File: src/rtl/fetch_sequencer.sv
`default_nettype none
// +--------------------------------------------------------------------------+
// | fetch_sequencer : PC, ROM fetch handshake, IR/ARG and C/Z flag holder    |
// |                   feeding the decode ROM.                  Rev 1.0        |
// +--------------------------------------------------------------------------+
module fetch_sequencer #(
  parameter int ADDR_W = 12,
  parameter int DATA_W = 8,
  parameter int NIB_W  = 4
) (
  input  logic              clk,
  input  logic              reset,
  input  logic              enable,
  output logic [ADDR_W-1:0] rom_addr,
  output logic              rom_req,
  input  logic              rom_ack,
  input  logic [DATA_W-1:0] rom_data,
  input  logic              load_pc,
  input  logic              we_flags,
  input  logic              alu_c,
  input  logic              alu_z,
  output logic [NIB_W-1:0]  instr,
  output logic [NIB_W-1:0]  oprnd,
  output logic [ADDR_W-1:0] mem_addr,
  output logic [6:0]        decode_addr,
  output logic              phase
);

  typedef enum logic [1:0] {
    F_INS = 2'd0,
    F_ARG = 2'd1,
    EXEC  = 2'd2
  } state_t;

  localparam logic [ADDR_W-1:0] C_PC_ONE = {{(ADDR_W-1){1'b0}}, 1'b1};

  state_t              r_state;
  state_t              w_state_nxt;
  logic [ADDR_W-1:0]   r_pc;
  logic [ADDR_W-1:0]   w_pc_nxt;
  logic [DATA_W-1:0]   r_ir;
  logic [DATA_W-1:0]   w_ir_nxt;
  logic [DATA_W-1:0]   r_arg;
  logic [DATA_W-1:0]   w_arg_nxt;
  logic                r_c_flag;
  logic                w_c_nxt;
  logic                r_z_flag;
  logic                w_z_nxt;
  logic                w_fetching;
  logic                w_fire;

  // State only advances while enabled, so freezing needs no per-register gating.
  always_ff @(posedge clk or negedge reset) begin
    if (!reset) begin
      r_state  <= F_INS;
      r_pc     <= '0;
      r_ir     <= '0;
      r_arg    <= '0;
      r_c_flag <= 1'b0;
      r_z_flag <= 1'b0;
    end else if (enable) begin
      r_state  <= w_state_nxt;
      r_pc     <= w_pc_nxt;
      r_ir     <= w_ir_nxt;
      r_arg    <= w_arg_nxt;
      r_c_flag <= w_c_nxt;
      r_z_flag <= w_z_nxt;
    end
  end

  always_comb begin
    w_state_nxt = r_state;
    w_pc_nxt    = r_pc;
    w_ir_nxt    = r_ir;
    w_arg_nxt   = r_arg;
    w_c_nxt     = r_c_flag;
    w_z_nxt     = r_z_flag;
    case (r_state)
      F_INS: begin
        if (w_fire) begin
          w_ir_nxt    = rom_data;
          w_pc_nxt    = r_pc + C_PC_ONE;
          w_state_nxt = F_ARG;
        end
      end
      F_ARG: begin
        if (w_fire) begin
          w_arg_nxt   = rom_data;
          w_pc_nxt    = r_pc + C_PC_ONE;
          w_state_nxt = EXEC;
        end
      end
      EXEC: begin
        if (load_pc) begin
          w_pc_nxt = {r_ir[NIB_W-1:0], r_arg};
        end
        if (we_flags) begin
          w_c_nxt = alu_c;
          w_z_nxt = alu_z;
        end
        w_state_nxt = F_INS;
      end
      default: begin
        w_state_nxt = F_INS;
      end
    endcase
  end

  assign w_fetching  = (r_state == F_INS) || (r_state == F_ARG);
  assign rom_req     = enable && w_fetching;
  assign w_fire      = rom_req && rom_ack;
  assign rom_addr    = r_pc;
  assign phase       = (r_state == EXEC);
  assign instr       = r_ir[DATA_W-1 -: NIB_W];
  assign oprnd       = r_ir[NIB_W-1:0];
  assign mem_addr    = {r_ir[NIB_W-1:0], r_arg};
  // During fetch this still carries the previous opcode; decode ignores it at phase 0.
  assign decode_addr = {r_ir[DATA_W-1 -: NIB_W], r_c_flag, r_z_flag, phase};

endmodule
`default_nettype wire

File: config.mk
export PLATFORM = sky130hd
export DESIGN_NAME = fetch_sequencer
export DESIGN_NICKNAME = d
export VERILOG_FILES = /design/src/rtl/fetch_sequencer.sv
export SDC_FILE = /design/constraint.sdc
export NUM_CORES = 1
export LEC_CHECK = 0
export ABC_AREA = 1
export CORE_MARGIN = 2
export CORE_UTILIZATION = 41
export DETAILED_ROUTE_END_ITERATION = 8
export PLACE_DENSITY = 0.81
export SYNTH_ARGS = -nofsm -noshare
export SYNTH_HDL_FRONTEND = slang
export SYNTH_SLANG_ARGS = --single-unit
export TNS_END_PERCENT = 100
File: constraint.sdc
create_clock -name clk -period 1.49 [get_ports clk]
set_clock_uncertainty 0.15 [all_clocks]
set_input_delay 0.298 -clock clk [delete_from_list [all_inputs] [get_ports clk]]
set_output_delay 0.298 -clock clk [all_outputs]
set_load 0.05 [all_outputs]
==> flow_summary.toml, run 1 <==
[status]
outcome = "finished, violations left"
violations = "negative setup slack"

[floorplanning]
core-area_sq_um = 4058
die_x_um = 69.55
dieHeight_um = 69.55
design.die.area_sq_um = 4837
row_count = 23
num_io_pins = 57
start_util = 0.4342

[detailed_routing]
wl_met1_um = 2517
drc = 0
drt_pass1_iterations = 6
first_iter_violations = 206
wl_um = 7257
highest_layer = "met4"
ant_nets = 0
wl_met2_um = 3737
avgViaCountPerCell = 5.573
route.met3.wl_um = 746
vias = 1906
wl_per_cell_um = 21.22

[critical_path]
critPathTopFamily = "simple AND/OR/NAND/NOR gates"
cp_cell_sequence = "nand3_1, nor2_1, nand2_1, nand2_1, nand3_1, nand2_1, nand2_1"
setup.worst_path.start_class = "flop"
crit_required_ns = 1.53
crit_type = "flop to flop"
timing.rr.start = "rom_addr[2]$_DFFE_PN0P_"
critPathMaxFanout = 7
endpoint_kind = "flop"
arrival_ns = 1.75
cpPeakStageDelay_ns = 0.47
path_common_cell = "nand2_1"
crit_path_top_delay_cell = "dfrtp_2"
crit_start = "rom_addr[2]$_DFFE_PN0P_"
crit_buf_inv = 0

[synth]
ys_seq_area_frac = 0.4545
ys_ff_latch = 32
yosysTopAreaCellShare = 0.4545
syn_area_sq_um = 1762
syn_area_per_cell_sq_um = 8.232
synth_top_cell_by_area = "dfrtp_1"
synth_area_leaders = "dfrtp_1, nand2_1, o21ai_2, nor2_1, buf_4"
ys_types = 25
syn-instance-count = 214
syn_nets = 231
yosys_warnings = 0

[grt]
grt_pass1_wl_um = 8618
grt_antenna_before_repair = 0
overflow = 0
grt_use_total = 0.2272
grt_max_degree = 33
grt_pass1_vias = 1794

[clock_network]
clkLatencyLatePin_ns = 0.30
clock_sinks = 32
cts_hold_buf = 0
clk_pin_slew_ns = 0.07
cts-root-buf = "clkbuf_8"
cts_made_buffers = 5
h-tree-depth = 2
cts_tree = "yes"
clockBufferDepth = 2

[pwr]
leakagePower_nw = 1.549
power.density_nw_per_um2 = 2454
ir_drop_v = 0.001906

[sta]
max_slew.worst_pin.slew_ns = 0.3494
finalSetupTns_ns = -1.206
rsz0062_at_grt = "true"
setup_viol = 23
fmax_mhz = 583.9
maxSlewHeadroom = 0.7662
slew_viol_final = 0
period_share = 1.149
fin_ws_ns = -0.2225
final-hold-violation-count = 0
fin_crit_ns = 1.713

[placed_design]
portBuffers = 56
dp_hpwl_um = 3656
post-place-ws_ns = -0.3050
gp_congestion = 0.9071

[min_path]
hold_path.class = "primary input to async pin"

[final_layout]
nets = 308
utilization = 0.8366
final.fill_count = 152
multiInputGateArea_sq_um = 994.7
drive_above_1_share = 0.5479
area_growth_pct = 92.68
seq_area_sq_um = 815.8
diodes = 0

[flow_run]
max-cap-violations = 0
==> state kept, by name (all words and copies together) (netlist names) <==
register / count
r_ir: 8
rom_addr: 12
r_c_flag: 1
r_state: 2
r_arg: 8
r_z_flag: 1
==> placed cells by master, fill, tap and decap left out, types with 11 or more instances in the layout <==
master,count
buf_12,45
nand2_1,40
dfrtp_1,20
buf_4,17
nor2_1,15
inv_1,15
o21ai_2,15
clkdlybuf4s50_1,13
dfrtp_2,12
nand2_2,11
==> timing repair <==
item / CTS / global route
endpoints found under the setup margin: 14 / 38
gates cloned: 0 / 4
setup buffers: 2 / 6
pin swaps: 1 / 8
resized for setup: 6 / 76
==> where the power goes <==
part	total (mW)	leakage (nW)	internal [mW]	switching, mW
sequential	2.07	0.383	1.28	0.791
clock	0.726	0.0510	0.368	0.357
combinational	5.54	1.11	2.58	2.95
==> cells by family after synthesis <==
family                     share of synthesized area
DFF                                           0.4545
muxes                                        0.01705
and+or+nand+nor                               0.2528
adders and majority gates                   0.007101
buffers and inverters                         0.1264
xor gates and xnor gates                    0.009945
AOI/OAI and AO/OA                             0.1321
==> per-layer routing <==
| metal | track usage | up-vias |
|---|---|---|
| met3 | 0.07994 | 31 |
| met1 | 0.2679 | 892 |
| met5 | 0 | - |
| met4 | 0.08932 | 0 |
| li1 | - | 823 |
| met2 | 0.3782 | 160 |
==> synthesized netlist by cell type <==
master     n
a21oi_1    4
nand3_1    8
o21ai_2   15
or2_1      1
nand3_2    1
nor3_2     1
buf_6      5
buf_4     11
nand2_1   57
o21ai_0    9
nor2_1    28
a21oi_2    1
inv_1     17
a31oi_1    2
mux2_4     2
ha_1       1
dfrtp_1   32
o21ai_1    3
buf_2      1
or2_0      1
inv_2      4
nand3b_1   3
nand4_1    2
nand2_2    3
xor2_1     2
==> metrics by stage <==
step / power [mW] / instances / hold WS, ns / cell area [sq um]
floorplan: 4.299 / 214 / -0.1476 / 1792
global route: 8.588 / 342 / 0.2358 / 3395
global placement: 6.711 / 322 / 0.4002 / 2861
detailed placement: 6.837 / 322 / 0.4077 / 2861
CTS: 7.580 / 332 / 0.2202 / 2982
finish: 8.331 / 342 / 0.2059 / 3395
==> layout make-up <==
type	instances	share of cell area
Multi-Input combinational cell	144	0.2930
Timing Repair Buffer	86	0.3907
Sequential cell	32	0.2403
Clock buffer	6	0.02433
Inverter	21	0.02691
Tap cell	50	0.01843
Timing Repair inverter	1	0.003317
Clock inverter	2	0.002949
==> worst reg2reg max path, stage by stage, from the launching register on <==
cell     delay, ns
dfrtp_2       0.47
nand3_1       0.17
nor2_1        0.33
nand2_1       0.15
nand2_1       0.11
nand3_1       0.10
nand2_1       0.08
nand2_1       0.05
==> path summary, 6_finish.rpt <==
path                                           end  slack [ns]  cells after the start
setup / recovery           rom_addr[9]$_DFFE_PN0P_       -0.22                      7
hold / removal                 r_ir[6]$_DFFE_PN0P_        0.21                      2
setup reg to reg           rom_addr[9]$_DFFE_PN0P_       -0.22                      7
hold reg to reg               r_c_flag$_DFFE_PN0P_        0.44                      1
max in group asynchronous  rom_addr[0]$_DFFE_PN0P_        0.79                      2
min in group clk            r_state[1]$_DFFE_PN0P_        0.41                      3
Note: power is estimated with default switching activity, not from simulation.
==> run 2: changes to the inputs <==
--- a/config.mk
+++ b/config.mk
@@ -9,7 +9,9 @@
 export CORE_MARGIN = 2
 export CORE_UTILIZATION = 41
 export DETAILED_ROUTE_END_ITERATION = 8
+export MAX_ROUTING_LAYER = met4
 export PLACE_DENSITY = 0.81
+export REMOVE_ABC_BUFFERS = 1
 export SYNTH_ARGS = -nofsm -noshare
 export SYNTH_HDL_FRONTEND = slang
 export SYNTH_SLANG_ARGS = --single-unit
==> flow_summary.toml, run 2 (same netlist as run 1, synthesis figures left out) <==
[placed_design]
gp_congestion = 0.8409
dp_hpwl_um = 3442
portBuffers = 56

[pwr]
p_int_mw = 4.309
power.density_nw_per_um2 = 2561
comb_power_share = 0.650
seqPwrFrac = 0.235
ir_drop_v = 0.001789
swShare = 0.4634
leakagePower_nw = 1.491
clockPowerShare = 0.115
switchingPower_mw = 3.721

[sta]
fmax_mhz = 633.7
period_share = 1.059
slew_viol_final = 0
fin_crit_ns = 1.578
setup_viol = 6
maxSlewHeadroom = 0.7915
fin_ws_ns = -0.08812
max_slew.worst_pin.slew_ns = 0.3128
final-hold-violation-count = 0
rsz0062_at_grt = "true"
fin_hold_ws_ns = 0.2294

[detailed_routing]
avgViaCountPerCell = 5.218
ant_nets = 0
first_iter_violations = 127
wl_per_cell_um = 15.96
wl_um = 5426
drt_pass1_iterations = 4
drc = 0
vias = 1774

[floorplanning]
row_count = 23
design.die.area_sq_um = 4837
die_x_um = 69.55
num_io_pins = 57
core-area_sq_um = 4058
start_util = 0.4342
dieHeight_um = 69.55

[final_layout]
utilization = 0.7727
drive_above_1_share = 0.4138
final_cell_mix = "nand2_1, buf_12, dfrtp_1"
area_growth_pct = 77.98
seq_area_sq_um = 803.3
final.fill_count = 229
nets = 306
diodes = 0
largest_reg_flops = 12
multiInputGateArea_sq_um = 805.8
final_common_cell = "nand2_1"

[clock_network]
clockBufferDepth = 2
h-tree-depth = 2
cts_hold_buf = 0
clkLatencyLatePin_ns = 0.29
clk_pin_slew_ns = 0.08
cts_made_buffers = 5
cts-root-buf = "clkbuf_8"
clock_sinks = 32
cts_tree = "yes"

[grt]
overflow = 0
grt_antenna_before_repair = 0
grt_pass1_wl_um = 8128
grt_pass1_vias = 1727
grt_use_total = 0.2206
grt_max_degree = 33

[critical_path]
arrival_ns = 1.13
endpoint_kind = "output pin"
crit_type = "flop to output pin"
crit_required_ns = 1.04
setup.worst_path.start_class = "flop"
critPathMaxFanout = 4

[status]
outcome = "finished, violations left"
violations = "negative setup slack"

[flow_run]
max-cap-violations = 0

[min_path]
hold_path.class = "primary input to async pin"
-- run 2: cell types whose count changed in the layout (fill, tap and decap cells not counted), sizes merged --
cell	before	now
buf	68	70
inv	22	21
clkbuf	9	7
clkdlybuf4s50	13	14
clkinv	2	0
bufinv	0	1
dlymetal6s2s	1	0
-- run 2: final cells by class --
class	instances	area share
clock buffer	7	0.03073
clock inverter	1	0.009577
inverter	21	0.02833
multi-input combinational	144	0.2570
sequential	32	0.2562
tap	50	0.01995
timing repair buffer	85	0.3982
-- run 2: repair_timing --
| item | CTS | global route |
|---|---|---|
| buffers inserted | 5 | 5 |
| resized for setup | 12 | 19 |
| pin swaps | 1 | 4 |
| endpoints found under the setup margin | 7 | 34 |
-- run 2: worst paths after layout --
path,slack (ns),start,cells after the start,to
worst max-delay path,-0.09,r_state[1]$_DFFE_PN0P_,3,rom_req
worst min-delay path,0.23,reset,2,rom_addr[7]$_DFFE_PN0P_
worst max register to register,-0.07,r_state[1]$_DFFE_PN0P_,8,rom_addr[0]$_DFFE_PN0P_
worst min register to register,0.43,r_arg[4]$_DFFE_PN0P_,2,r_arg[4]$_DFFE_PN0P_
max in group asynchronous,0.77,reset,2,r_state[1]$_DFFE_PN0P_
min in group clk,0.33,enable,3,r_state[1]$_DFFE_PN0P_
-- run 2: stage by stage --
stage,cell area [sq um],setup slack [ns],power [mW],std cells,TNS [ns]
final,3136,-0.08812,8.029,340,-0.3090
after global routing,3136,-0.1294,8.317,340,-1.128
after CTS,3035,-0.04310,7.806,335,-0.09691
after detailed placement,2844,-0.2852,6.796,322,-7.681
after global placement,2844,-0.2453,6.682,322,-6.844
after floorplan,1618,-0.5433,4.029,197,-4.294
-- run 2: power by group through the flow --
stage	logic (mW)	registers (mW)	clock network [mW]
after detailed placement	4.94	1.86	0
after floorplan	0.831	3.20	0
after global placement	4.84	1.84	0
after global routing	5.42	1.92	0.973
after CTS	5.02	1.86	0.925
final	5.22	1.89	0.920
-- run 2: critical path: stages, from the launching register on --
cell and delay, ns:
dfrtp_2 0.45, buf_6 0.13, nor2_4 0.12, buf_12 0.15
-- run 2: metal layers --
layer,global-route usage,up-vias,part of all wire
li1,-,823,-
met1,0.2546,856,0.37
met2,0.3568,76,0.53
met3,0.05814,19,0.061
met4,0.1068,0,0.031
met5,-,-,0
==> variant (config.mk and constraints of run 1) <==
Encoding of `state_t`: now one-hot (3 bits for 3 states).
--- a/src/rtl/fetch_sequencer.sv
+++ b/src/rtl/fetch_sequencer.sv
@@ -27,8 +27,8 @@
 );
 
-  typedef enum logic [1:0] {
-    F_INS = 2'd0,
-    F_ARG = 2'd1,
-    EXEC  = 2'd2
+  typedef enum logic [2:0] {
+    F_INS = 3'b001,
+    F_ARG = 3'b010,
+    EXEC  = 3'b100
   } state_t;
 
Behaviour: same outputs for any inputs over 10 cycles, from zero or initial values and one cycle with reset low; not proved beyond that.
==> variant against run 1 <==
  * Sequential cell count up 1
  * Highest routed layer unchanged
  * Total power up 2.6%
  * Critical path type is now flop to output pin
  * Die area up 1.8%
  * Setup slack worse by 0.13 ns
  * The run still ends with setup timing left
  * Cell area down 1.1%
  * Critical path depth down 2
  * Area after synthesis up 1.9%
  * Clock power down 8.0%
  * Wire length down 13%
==> variant: results (changes against run 1) <==
power_switching_mw: 4.182  # +2.0%
synthCells: 237  # +11%
status: "finished with violations"
cts_buffers: 5  # unchanged
setup_slack_ns: -0.3479  # -0.1254 ns
worstPathMaxFanout: 7  # unchanged
hold_path_class: "primary input to asynchronous set/reset pin"
clkSlewWorstSetupHoldPaths_ns: 0.07  # about the same
worstSetupStartpoint: "r_state[0]"
drive_gt1_share_pct: 47.02  # -7.8 points
synthDistinctLibCells: 26  # +4.0%
place_inst: 353  # +9.6%
finalSetupViolCount: 36  # +57%
first_iter_violations: 181  # -12%
clk_path_buf_depth: 2  # unchanged
io_buffers: 56  # unchanged
finalNonFillerCells: 371  # +8.5%
ant_nets: 0  # unchanged
critPathSlowestCell: "dfstp_2"
htreeDepth: 2  # unchanged
grt_pass1_vias: 1997  # +11%
routed_wl_um: 6282  # -13%
diodes: 0  # unchanged
via_per_inst: 5.410  # -2.9%
drtPass1Iterations: 4  # -2
reg2regPathDepth: 10  # +3
routabilityCongestion: 0.9569  # +5.5%
antenna_found_initial: 0  # unchanged
syn_nets: 254  # +10%
vdd_drop_max_mv: 1.833  # -3.8%
largest_register_ffs: 12  # unchanged
synth_seq_area_share_pct: 46.06  # +0.61 points
violations: "setup timing"
hpwl_um: 3861  # +5.6%
power_leakage_nw: 1.578  # +1.9%
worst-r2r-setup-slack_ns: -0.33  # -0.11 ns
worst_r2r_endpoint: "r_ir[3]"
synth_warnings: 0  # unchanged
critPathMaxStageDelay_ns: 0.57  # +0.10 ns
grt_start_max_net_pins: 20  # -39%
clk_latency_ns: 0.29
maxSlewHeadroom_pct: 75.32  # -1.3 points
synth_top_area_share_pct: 44.60  # -0.86 points
grt_usage_pct: 24.72  # +2.0 points
die_w_um: 70.18  # +0.90%
synthTopCellsByArea: "dfrtp_1 (45%), nand2_1 (18%), nand3_1 (7.2%)"
root_buffer: "clkbuf_8"
synth_common_cells: "nand2_1 (86), dfrtp_1 (32), nand3_1 (26)"
grt_pass1_wl_um: 9356  # +8.6%
synth_edf_count: 0  # unchanged
nFillCells: 255  # +68%
synthArstFlopShare_pct: 100.0  # unchanged
num-nets-final: 335  # +8.8%
crit_arrival_ns: 1.39  # -0.36 ns
==> variant: cell types whose count changed after synthesis, moves of 3 or more <==
cell     change
o21ai_0     +12
a21oi_1      -3
buf_6        -4
nand2_1     +29
nand3_1     +18
inv_1        +5
o21ai_2     -13
nor2_1      -20
==> variant: worst max-delay path by stage <==
stage / endpoint / slack, ns / cells after the start
2_1_floorplan: rom_addr[3] / -0.05 / 8
3_3_place_gp: rom_addr[5] / -0.29 / 8
3_5_place_dp: r_ir[3] / -0.36 / 8
4_1_cts: decode_addr[0] / -0.32 / 5
5_1_grt: rom_addr[5] / -0.41 / 10
6_report: phase / -0.35 / 5
==> variant: power by group through the flow <==
stage / clock network (mW) / logic [mW] / registers, mW
after CTS: 0.664 / 5.65 / 1.87
after floorplan: 0 / 1.83 / 2.63
final: 0.668 / 5.99 / 1.89
after detailed placement: 0 / 5.16 / 1.87
after global routing: 0.713 / 6.23 / 1.93
after global placement: 0 / 5.06 / 1.85
==> variant: final cells by class <==
cell class | count | area share [%]
flip-flops and latches | 33 | 24.93
inverters | 26 | 3.390
clock buffers | 6 | 2.161
multi-input cells | 163 | 28.73
clock inverters | 2 | 0.2981
well taps | 52 | 1.937
repair buffers | 89 | 38.56
==> variant: what timing repair did <==
item | in CTS | in global routing
pin swaps | 22 | 5
cloned | 2 | 1
setup endpoints to repair | 35 | 36
buffers inserted | 5 | 3
resized for setup | 43 | 23
==> variant: through the flow <==
step	setup slack, ns	cell area [sq um]	utilization, %	hold slack, ns	TNS [ns]
final	-0.3479	3358	78.21	0.1370	-9.860
after CTS	-0.3235	3254	75.79	0.1399	-6.430
after floorplan	-0.05218	1858	-	-0.1476	-1.122
after global routing	-0.4106	3358	78.21	0.1353	-12.63
after detailed placement	-0.3593	2979	69.38	0.3608	-9.883
after global placement	-0.2938	2979	69.38	0.3503	-8.358
==> variant: kinds of logic (layout without fill, tap and decap cells) <==
group | after synthesis | in the layout | synth area share [%]
buf+inv | 42 | 123 | 11.92
fa+ha+maj | 1 | 1 | 0.6968
flops | 33 | 33 | 46.06
mux | 2 | 2 | 1.254
simple gates | 129 | 130 | 30.87
compound gates | 30 | 30 | 9.198
==> variant: metal layers <==
layer,share of wire [%],vias to the layer above,GRT usage [%]
met5,0,-,0
met4,4.7,0,11.54
met3,6.5,29,4.618
met2,53,102,43.60
met1,36,965,28.92
li1,-,911,-
==> variant: critical path, delay by kind of cell, from the launching register on <==
| family | cells | cell delay, ns |
|---|---|---|
| buffers and inverters | 4 | 0.42 |
| DFF | 1 | 0.57 |
| and+or+nand+nor | 1 | 0.11 |
